## config.mk

```make
export PLATFORM = sky130hd
export DESIGN_NAME = csr_bus_arbiter
export DESIGN_NICKNAME = d
export VERILOG_FILES = /design/src/rtl/csr_bus_arbiter.sv
export SDC_FILE = /design/constraint.sdc
export NUM_CORES = 1
export LEC_CHECK = 0
export CAP_MARGIN = 20
export CORE_AREA = 2 2 175 177
export CTS_CLUSTER_DIAMETER = 40
export DETAILED_ROUTE_END_ITERATION = 6
export DIE_AREA = 0 0 177 179
export GPL_ROUTABILITY_DRIVEN = 0
export GPL_TIMING_DRIVEN = 0
export PLACE_DENSITY = 0.54
export SLEW_MARGIN = 0
export SYNTH_ARGS = -nofsm -noshare
export SYNTH_HDL_FRONTEND = slang
export SYNTH_SLANG_ARGS = --single-unit
```

## constraint.sdc

```tcl
create_clock -name clk -period 1.4 [get_ports clk]
set_input_delay 0.35 -clock clk [delete_from_list [all_inputs] [get_ports clk]]
set_output_delay 0.35 -clock clk [all_outputs]
set_load 0.02 [all_outputs]
```

## src/rtl/csr_bus_arbiter.sv

```systemverilog
// csr_bus_arbiter: shares the CSR peripheral bus between the core CSR stage
// (requester 0) and the debug/host port (requester 1). Round-robin grant,
// one access in flight, IDLE -> ISSUE -> WAIT sequencer, merged response lanes.
module csr_bus_arbiter #(
  parameter int          NPERIPH   = 8,
  parameter logic [11:0] IDLE_ADDR = 12'h000
) (
  input  logic                   clk,
  input  logic                   rstn,
  input  logic                   rq0_valid,
  input  logic                   rq0_read,
  input  logic [2:0]             rq0_modify,
  input  logic [31:0]            rq0_wdata,
  input  logic [11:0]            rq0_addr,
  output logic                   rq0_ready,
  output logic                   rq0_resp,
  input  logic                   rq1_valid,
  input  logic                   rq1_read,
  input  logic [2:0]             rq1_modify,
  input  logic [31:0]            rq1_wdata,
  input  logic [11:0]            rq1_addr,
  output logic                   rq1_ready,
  output logic                   rq1_resp,
  output logic [31:0]            rsp_rdata,
  output logic                   rsp_err,
  output logic                   csr_read,
  output logic [2:0]             csr_modify,
  output logic [31:0]            csr_wdata,
  output logic [11:0]            csr_addr,
  input  logic [NPERIPH-1:0]     periph_valid,
  input  logic [32*NPERIPH-1:0]  periph_rdata
);

  typedef enum logic [1:0] {S_IDLE, S_ISSUE, S_WAIT} state_t;

  state_t      r_state;
  state_t      w_state_nxt;
  logic        r_last;      // grantee of the most recent handshake (1 after reset)
  logic        r_gnt;       // grantee of the access in flight
  logic        r_csr_read;
  logic [2:0]  r_csr_modify;
  logic [31:0] r_csr_wdata;
  logic [11:0] r_csr_addr;
  logic        r_resp0;
  logic        r_resp1;
  logic [31:0] r_rsp_rdata;
  logic        r_rsp_err;
  logic        w_gnt0;
  logic        w_gnt1;
  logic        w_hs0;
  logic        w_hs1;
  logic [31:0] w_lane_or;
  logic        w_lane_err;

  // Error unless exactly one lane answered (zero lanes = unmapped, several = multiply decoded).
  function automatic logic lane_err(input logic [NPERIPH-1:0] v);
    return !((v != '0) && ((v & (v - NPERIPH'(1))) == '0));
  endfunction

  // Round-robin grant, only offered while the bus is idle.
  always_comb begin
    w_gnt0 = 1'b0;
    w_gnt1 = 1'b0;
    if (r_state == S_IDLE) begin
      if (rq0_valid && rq1_valid) begin
        w_gnt0 = r_last;
        w_gnt1 = !r_last;
      end else begin
        w_gnt0 = rq0_valid;
        w_gnt1 = rq1_valid;
      end
    end
  end

  assign rq0_ready = w_gnt0;
  assign rq1_ready = w_gnt1;
  assign w_hs0     = rq0_valid & w_gnt0;
  assign w_hs1     = rq1_valid & w_gnt1;

  // Merge response lanes: invalid lanes drive zero, so a plain OR suffices.
  always_comb begin
    w_lane_or = '0;
    for (int i = 0; i < NPERIPH; i++) begin
      w_lane_or = w_lane_or | periph_rdata[32*i +: 32];
    end
    w_lane_err = lane_err(periph_valid);
  end

  // Sequencer state register.
  always_ff @(posedge clk or negedge rstn) begin
    if (!rstn) r_state <= S_IDLE;
    else       r_state <= w_state_nxt;
  end

  // Sequencer next state: each access takes exactly three cycles.
  always_comb begin
    w_state_nxt = r_state;
    case (r_state)
      S_IDLE:  if (w_hs0 || w_hs1) w_state_nxt = S_ISSUE;
      S_ISSUE: w_state_nxt = S_WAIT;
      S_WAIT:  w_state_nxt = S_IDLE;
      default: w_state_nxt = S_IDLE;
    endcase
  end

  // Bus drive, grant bookkeeping and response capture; reset drops any access in flight.
  always_ff @(posedge clk or negedge rstn) begin
    if (!rstn) begin
      r_last       <= 1'b1;
      r_gnt        <= 1'b0;
      r_csr_read   <= 1'b0;
      r_csr_modify <= 3'd0;
      r_csr_wdata  <= 32'd0;
      r_csr_addr   <= IDLE_ADDR;
      r_resp0      <= 1'b0;
      r_resp1      <= 1'b0;
      r_rsp_rdata  <= 32'd0;
      r_rsp_err    <= 1'b0;
    end else begin
      r_resp0 <= 1'b0;
      r_resp1 <= 1'b0;
      case (r_state)
        S_IDLE: begin
          if (w_hs0 || w_hs1) begin
            r_csr_read   <= w_hs1 ? rq1_read   : rq0_read;
            r_csr_modify <= w_hs1 ? rq1_modify : rq0_modify;
            r_csr_wdata  <= w_hs1 ? rq1_wdata  : rq0_wdata;
            r_csr_addr   <= w_hs1 ? rq1_addr   : rq0_addr;
            r_gnt        <= w_hs1;
            r_last       <= w_hs1;
          end
        end
        S_ISSUE: begin
          // Modify strobe lasts one cycle so each access has exactly one side effect.
          r_csr_read   <= 1'b0;
          r_csr_modify <= 3'd0;
          r_csr_addr   <= IDLE_ADDR;
        end
        S_WAIT: begin
          r_rsp_rdata <= w_lane_or;
          r_rsp_err   <= w_lane_err;
          r_resp0     <= !r_gnt;
          r_resp1     <= r_gnt;
        end
        default: ;
      endcase
    end
  end

  assign csr_read   = r_csr_read;
  assign csr_modify = r_csr_modify;
  assign csr_wdata  = r_csr_wdata;
  assign csr_addr   = r_csr_addr;
  assign rq0_resp   = r_resp0;
  assign rq1_resp   = r_resp1;
  assign rsp_rdata  = r_rsp_rdata;
  assign rsp_err    = r_rsp_err;

endmodule
```

==> results.tsv <==
metric	value	unit
outcome	finished with violations	
failed_checks	negative setup slack	
synthArstFlopShare	100	%
cts-root-buf	clkbuf_16	
grt_pass1_vias	5394	
path_class	reg -> out	
r2r-start	r_state[1]	
die_w	177	µm
r2r_slack	-0.21	ns
post-route-period-util	119	%
synth_edf_count	0	
ir_worst_vdd	544	µV
reg2reg_to	csr_wdata[30]	
rsz0062_at_grt	true	
finalCoreUtilization	33.5	%
postSynthAreaPerCell	9.88	µm²
netlist_area	4070	µm²
grt-ovfl-total	0	
grt_pass1_wl	33500	µm
hpwl	19500	µm
cts.reportedPaths.clkPinSlew	0.07	ns
yosysMostFrequentCell	dfrtp_1	
reg2reg_depth	8	
floorplan.initialDensity	13.6	%
final.fill_count	3145	
yosysTopAreaCell	dfrtp_1	
wirelength	24100	µm
cts_tree	done	
regArea	2180	µm²
synth_nets	776	
synth_top_area_share	52.9	%
worst_slew_pin_slew	0.690	ns
skew	0.0139	ns
pre_cts_slack	-1.23	ns
power_density	1410	nW/µm²
nets	1256	
yosys_warnings	0	
synth_seq_area_share	53.5	%
crit_required	1.05	ns
num_io_pins	449	
cap_violations	0	
post-route-min-period	1.67	ns
core-area	30000	µm²
place.port_buffers	448	
p_leak	3.97	nW
final_area	10000	µm²
vias	5187	
drv_slew	0	
final_cell_count_no_fill	1295	
synth_common_cells	86 x dfrtp_1, 64 x nor4_1, 54 x nand2_1	
max_freq	599	MHz
grt_max_degree	51	
hold_depth	4	
max-slew-margin-rel	53.6	%
drc_errors	0	
cp_max_fo	3	
drive_gt1_share	21.2	%
cts_buffers	9	
clock_sinks	87	
placed_cells	1257	
grtUsageTotal	14.6	%
netlist_instances	412	
synth_seq_cells	87	
vias_per_cell	4.01	
ys_types	25	
synth_top_cells_by_area	dfrtp_1 53%, mux2i_1 12%, nor4_1 9.8%, o21ai_0 6.0%, nand2_1 5.0%	
dr.first_iter.drc_count	195	
cp-end-kind	output port	
syn2layout_area_growth	147	%
insertion_delay	0.35	ns
num_rows	64	
setup_ws	-0.269	ns
arrival	1.32	ns
avgRoutedWirePerCell	18.6	µm
placed_area	9080	µm²
drt.antenna.violating_nets	0	
finalHoldViolCount	0	
min_to	rsp_err	
multi_input_area	2070	µm²
cts-htree-levels	3	
firstDrtPassIters	4	
die_area	31700	µm²
worstHoldStart	periph_valid[3]	
clk_path_buf_depth	2	
start_kind	register	
synth_flop_cell	dfrtp_1	
setup_violations	53	
hold_path_class	in -> reg	
tns	-6.31	ns
antenna_found_initial	3	
die_h	179	µm
worst max path at each step:
stage | start | cells past startpoint | slack (ns) | end
after floorplan | periph_valid[1] | 3 | -0.16 | rsp_err
after global placement | rstn | 1 | -3.59 | rsp_rdata[13]
after detailed placement | rq0_valid | 6 | -1.23 | rq1_ready
after CTS | r_last | 5 | -0.30 | rq1_ready
after global routing | r_state[1] | 5 | -0.35 | rq1_ready
final | r_state[1] | 5 | -0.27 | rq1_ready
cell usage in the layout, fill, tap and decap left out, types with 4 or more instances in the layout:
cell type | Yosys | final
a31oi_1 | 32 | 27
a31oi_2 | 0 | 4
buf_12 | 0 | 11
buf_2 | 5 | 11
buf_4 | 0 | 8
buf_6 | 0 | 10
buf_8 | 0 | 4
clkbuf_16 | 0 | 11
clkbuf_2 | 0 | 32
clkbuf_4 | 0 | 4
clkdlybuf4s15_1 | 0 | 8
clkdlybuf4s15_2 | 0 | 40
clkdlybuf4s50_1 | 0 | 356
dfrtp_1 | 86 | 86
mux2i_1 | 49 | 28
mux2i_2 | 0 | 11
mux2i_4 | 0 | 10
nand2_1 | 54 | 51
nor2_1 | 34 | 28
nor2_2 | 0 | 5
nor4_1 | 64 | 64
o21ai_1 | 1 | 45
o21ai_2 | 0 | 5
registers in the layout, summed over array words and instances, names as in the netlist:
signal and flops:
csr_wdata 32, rsp_rdata 32, csr_addr 12, csr_modify 3, r_state 2, csr_read 1
r_gnt 1, r_last 1, rq0_resp 1, rq1_resp 1, rsp_err 1
kinds of logic (layout without fill, tap and decap cells):
| group | count (synthesis) | in the layout | share of synthesized area [%] |
|---|---|---|---|
| fa+ha+maj | 1 | 1 | 0.277 |
| mux | 49 | 49 | 12.1 |
| simple gates | 161 | 161 | 19.5 |
| compound gates | 86 | 86 | 11.8 |
| xor+xnor | 1 | 1 | 0.215 |
| buf+inv | 27 | 512 | 2.64 |
| other cells | 0 | 2 | 0 |
| flops | 87 | 87 | 53.5 |
layer usage:
layer | track usage (%) | vias to the layer above | wire length, µm
met1 | 16.4 | 2409 | 9310
met4 | 2.79 | 2 | 224
met5 | 0 | - | 13
met3 | 5.32 | 13 | 2120
met2 | 26.3 | 253 | 12400
li1 | - | 2510 | -
stage by stage:
step,power [mW],hold WS [ns]
6_report,14.1,0.425
5_1_grt,15.1,0.437
4_1_cts,14.3,0.450
3_5_place_dp,10.2,0.384
3_3_place_gp,10.1,0.451
2_1_floorplan,6.52,0.0544
cell type report:
type,count,share of cell area [%]
tap,396,4.93
clock buffer,10,2.38
clock inverter,6,0.909
buffer,23,2.86
antenna,2,0.0498
multi-input combinational,298,20.6
timing repair buffer,470,46.5
sequential,87,21.7
inverter,3,0.137
worst max-delay path, stage by stage, from the launching register on:
cell	delay, ns
dfrtp_1	0.41
nor2_4	0.16
nand3_4	0.11
buf_12	0.15
inv_4	0.04
buf_6	0.11
power by group:
| group | leakage (nW) | switching [mW] | internal [mW] |
|---|---|---|---|
| combinational | 2.84 | 3.85 | 3.78 |
| sequential | 0.963 | 0.419 | 3.32 |
| clock | 0.163 | 1.13 | 1.63 |
| total | 3.97 | 5.40 | 8.72 |
repair_timing:
| action | 4_1_cts | 5_1_grt |
|---|---|---|
| endpoints found under the setup margin | 171 | 118 |
| buffers inserted | 13 | 5 |
| pin swaps | 7 | 12 |
| endpoints found under the hold margin | 8 | 0 |
| cloned | 5 | 2 |
| gates resized for setup | 385 | 97 |
| hold buffers | 1 | 0 |
(Power assumes the default switching activity.)
==> RTL change 1, RTL diff (same flow settings) <==
The 3 states of `state_t` get a one-hot encoding in 3 bits.
--- a/src/rtl/csr_bus_arbiter.sv
+++ b/src/rtl/csr_bus_arbiter.sv
@@ -32,5 +32,5 @@
 );
 
-  typedef enum logic [1:0] {S_IDLE, S_ISSUE, S_WAIT} state_t;
+  typedef enum logic [2:0] {S_IDLE = 3'b001, S_ISSUE = 3'b010, S_WAIT = 3'b100} state_t;
 
   state_t      r_state;
Function: same outputs for any inputs over 10 cycles, from zero or initial values and one cycle with rstn low; not proved beyond that.
==> RTL change 1 against the original RTL <==
The flow still finishes with violations (negative setup slack). Sequential cell count rose by 1. Maximum frequency fell by 19%. Area after synthesis rose by 3.0%. Routed wire length rose by 12%. Highest routed layer is now met4. Worst setup slack got worse by 380 ps. Clock power fell by 11%. Power fell by 3.7%. Cell area rose by 2.5%.
==> RTL change 1: results (changes against the original RTL) <==
final worst slack -651 ps (-381 ps); static leakage 4.13 nW (+4.1%); DRT Pass-1 Iters 5 (+1); Synth Area in Adders 0.269% (-0.0079 points); Post-Route Skew 14.8 ps (+0.966 ps); sequential power share 28.4% (+1.9 points); crit path DAT 1700 ps (+380 ps); failing checks negative setup slack; pre-CTS WS -1110 ps (+128 ps); Rel. slew slack 48.5% (-5.1 points); setup_tns -23710 ps (-17390 ps); initial antenna violation count 6 (+3); worst hold slack 452 ps (+26.6 ps); met3 global-route usage 5.22% (-0.11 points); Crit-path slowest cell dfstp_2; DP Area 0.00927 sq mm (+2.1%); reg2reg path depth 9 (+1); status finished, violations left; met2 WL 14.4 mm (+16%); Sw Pwr 5.18 mW (-4.0%); post-route cell area 0.0103 sq mm (+2.5%); slowest stage delay, CP 530 ps (+120 ps); R2R setup slack -510 ps (-300 ps); Setup crit end rq0_ready; Post-DP HPWL 21.7 mm (+11%); Clock group 2.44 mW (-11%); post-synthesis xor/xnor area fraction 0.209% (-0.0062 points); synthesized area per cell 9.86 sq um (-0.20%); Final setup viols 87 (+64%); layout cells sized above 1 22.8% (+1.7 points); highest metal used met4; wire length on met3 2.29 mm (+8.3%); vias in the first global route 5507 (+2.1%); Post-Route WL 27.1 mm (+12%)
[RTL change 1: cell types whose count changed in the layout (fill, tap and decap cells not counted), moves of 12 or more]
| cell | before | now |
|---|---|---|
| nand2_1 | 51 | 5 |
| a21oi_1 | 0 | 41 |
| o21ai_1 | 45 | 4 |
| nor2_1 | 28 | 53 |
| mux2i_1 | 28 | 46 |
| nor2_2 | 5 | 17 |
[RTL change 1: layout make-up]
class                   instances  area share, %
well taps                     396           4.81
clock inverters                 7          0.523
repair buffers                486           46.9
inverters                       4          0.316
plain buffers                  20           3.09
multi-input cells             310           20.6
flip-flops and latches         88           21.4
diodes                          5          0.122
clock buffers                   9           2.19
[RTL change 1: timing repair]
item | in CTS | in global routing
hold buffers | 1 | 0
hold endpoints to repair | 7 | 0
setup buffers | 22 | 12
pin swaps | 32 | 22
cloned | 7 | 1
setup endpoints to repair | 172 | 132
gates resized for setup | 325 | 152
==> RTL change 2, RTL diff (same flow settings) <==
Without the edit above. Change the parameter `NPERIPH` from 8 to 4.
--- a/src/rtl/csr_bus_arbiter.sv
+++ b/src/rtl/csr_bus_arbiter.sv
@@ -3,5 +3,5 @@
 // one access in flight, IDLE -> ISSUE -> WAIT sequencer, merged response lanes.
 module csr_bus_arbiter #(
-  parameter int          NPERIPH   = 8,
+  parameter int          NPERIPH   = 4,
   parameter logic [11:0] IDLE_ADDR = 12'h000
 ) (
Ports: changed (resized periph_rdata and periph_valid); port bits go from 449 to 317. No check against the original RTL was run, so the function may have changed too.
==> RTL change 2 against the original RTL <==
The flow still finishes with violations (negative setup slack). Power is 6.6% higher. Cell area is 19% lower. Worst setup slack worse by 50 ps. Clock power is 9.8% lower. Area after synthesis is 3.6% lower. Routed wire length is 28% lower. Sequential cell count stayed put. Critical path type unchanged. Largest cell class unchanged. Highest routed layer is now met4.
==> RTL change 2: results (changes against the original RTL) <==
R2R setup slack -110 ps (+100 ps); final-layout clock-cell area share 3.60% (+0.31 points); starting DRC count in detailed routing 146 (-25%); Port Buf Inserts 316 (-29%); met2 WL 8.56 mm (-31%); combinational cell power 8.05 mW (+5.5%); via/cell ratio 3.81 (-4.8%); CP startpoint r_last$_DFFE_PN1P_; Sw Pwr 6.21 mW (+15%); first-pass GRT wire length 25.1 mm (-25%); layout cells sized above 1 20.6% (-0.62 points); setup_tns -4000 ps (+2320 ps); top cells by area in the synthesized netlist dfrtp_1 (55%), nand2_1 (9.2%), a31oi_1 (5.3%); Pwr Density 1850 mW/mm^2 (+32%); vias in the first global route 4317 (-20%); commonest cells in the netlist nand2_1 (96), dfrtp_1 (86), a21oi_1 (33), a31oi_1 (33), nor4_1 (33); failing checks negative setup slack; status finished, violations left; slowest stage delay, CP 390 ps (-20 ps); largest net degree at the start of global routing 52 (+2.0%); met3 global-route usage 2.57% (-2.8 points); Hold Path Depth 2 (-2); Rel. slew slack 65.5% (+12 points); multi-input gates 277 (-7.0%); Final setup viols 59 (+11%); Non-clock buffers 361 (-27%); final worst slack -320 ps (-50.3 ps); Filler Cells Inserted 3228 (+2.6%); met1 usage 13.3% (-3.1 points); crit path DAT 1370 ps (+50 ps); endpoint of the worst hold-timing path r_last$_DFFE_PN1P_; reg2reg path depth 6 (-2); met2 GRT Util 17.2% (-9.1 points); post-route met1 wirelength 7.39 mm (-21%); hold_sp rq0_valid; Sequential Power 4.52 mW (+21%); static leakage 3.33 nW (-16%); Cell variety after synth 30 (+20%)
==> RTL change 2: changes by cell type after synthesis, sizes merged, moves of 2 or more <==
cell     delta
nand2b      +3
nor2b       -2
clkbuf     -16
nand2      +43
buf        +20
o2bb2ai    +16
nor2       -30
nor4       -31
a21oi      +32
o21ai      -18
mux2i      -33
==> RTL change 2: kinds of logic (layout without fill, tap and decap cells) <==
group	after synthesis	after routing	synth area share [%]
simple gates	140	140	16.6
compound gates	120	120	18.7
flops	87	87	55.5
buf+inv	31	380	4.81
mux	16	16	4.08
xor+xnor	1	1	0.223
==> RTL change 2: through the flow <==
step                      utilization, %  instance area [sq um]  hold slack (ps)  setup WS (ps)  cells
final                               27.1                   8130              405           -320   1140
after global routing                27.1                   8130              403           -395   1140
after CTS                           27.4                   8220              417           -417   1135
after detailed placement            25.4                   7620              354          -1290   1108
after global placement              25.3                   7600              469          -3640   1107
after floorplan                        -                   3940             54.4          -60.1    395
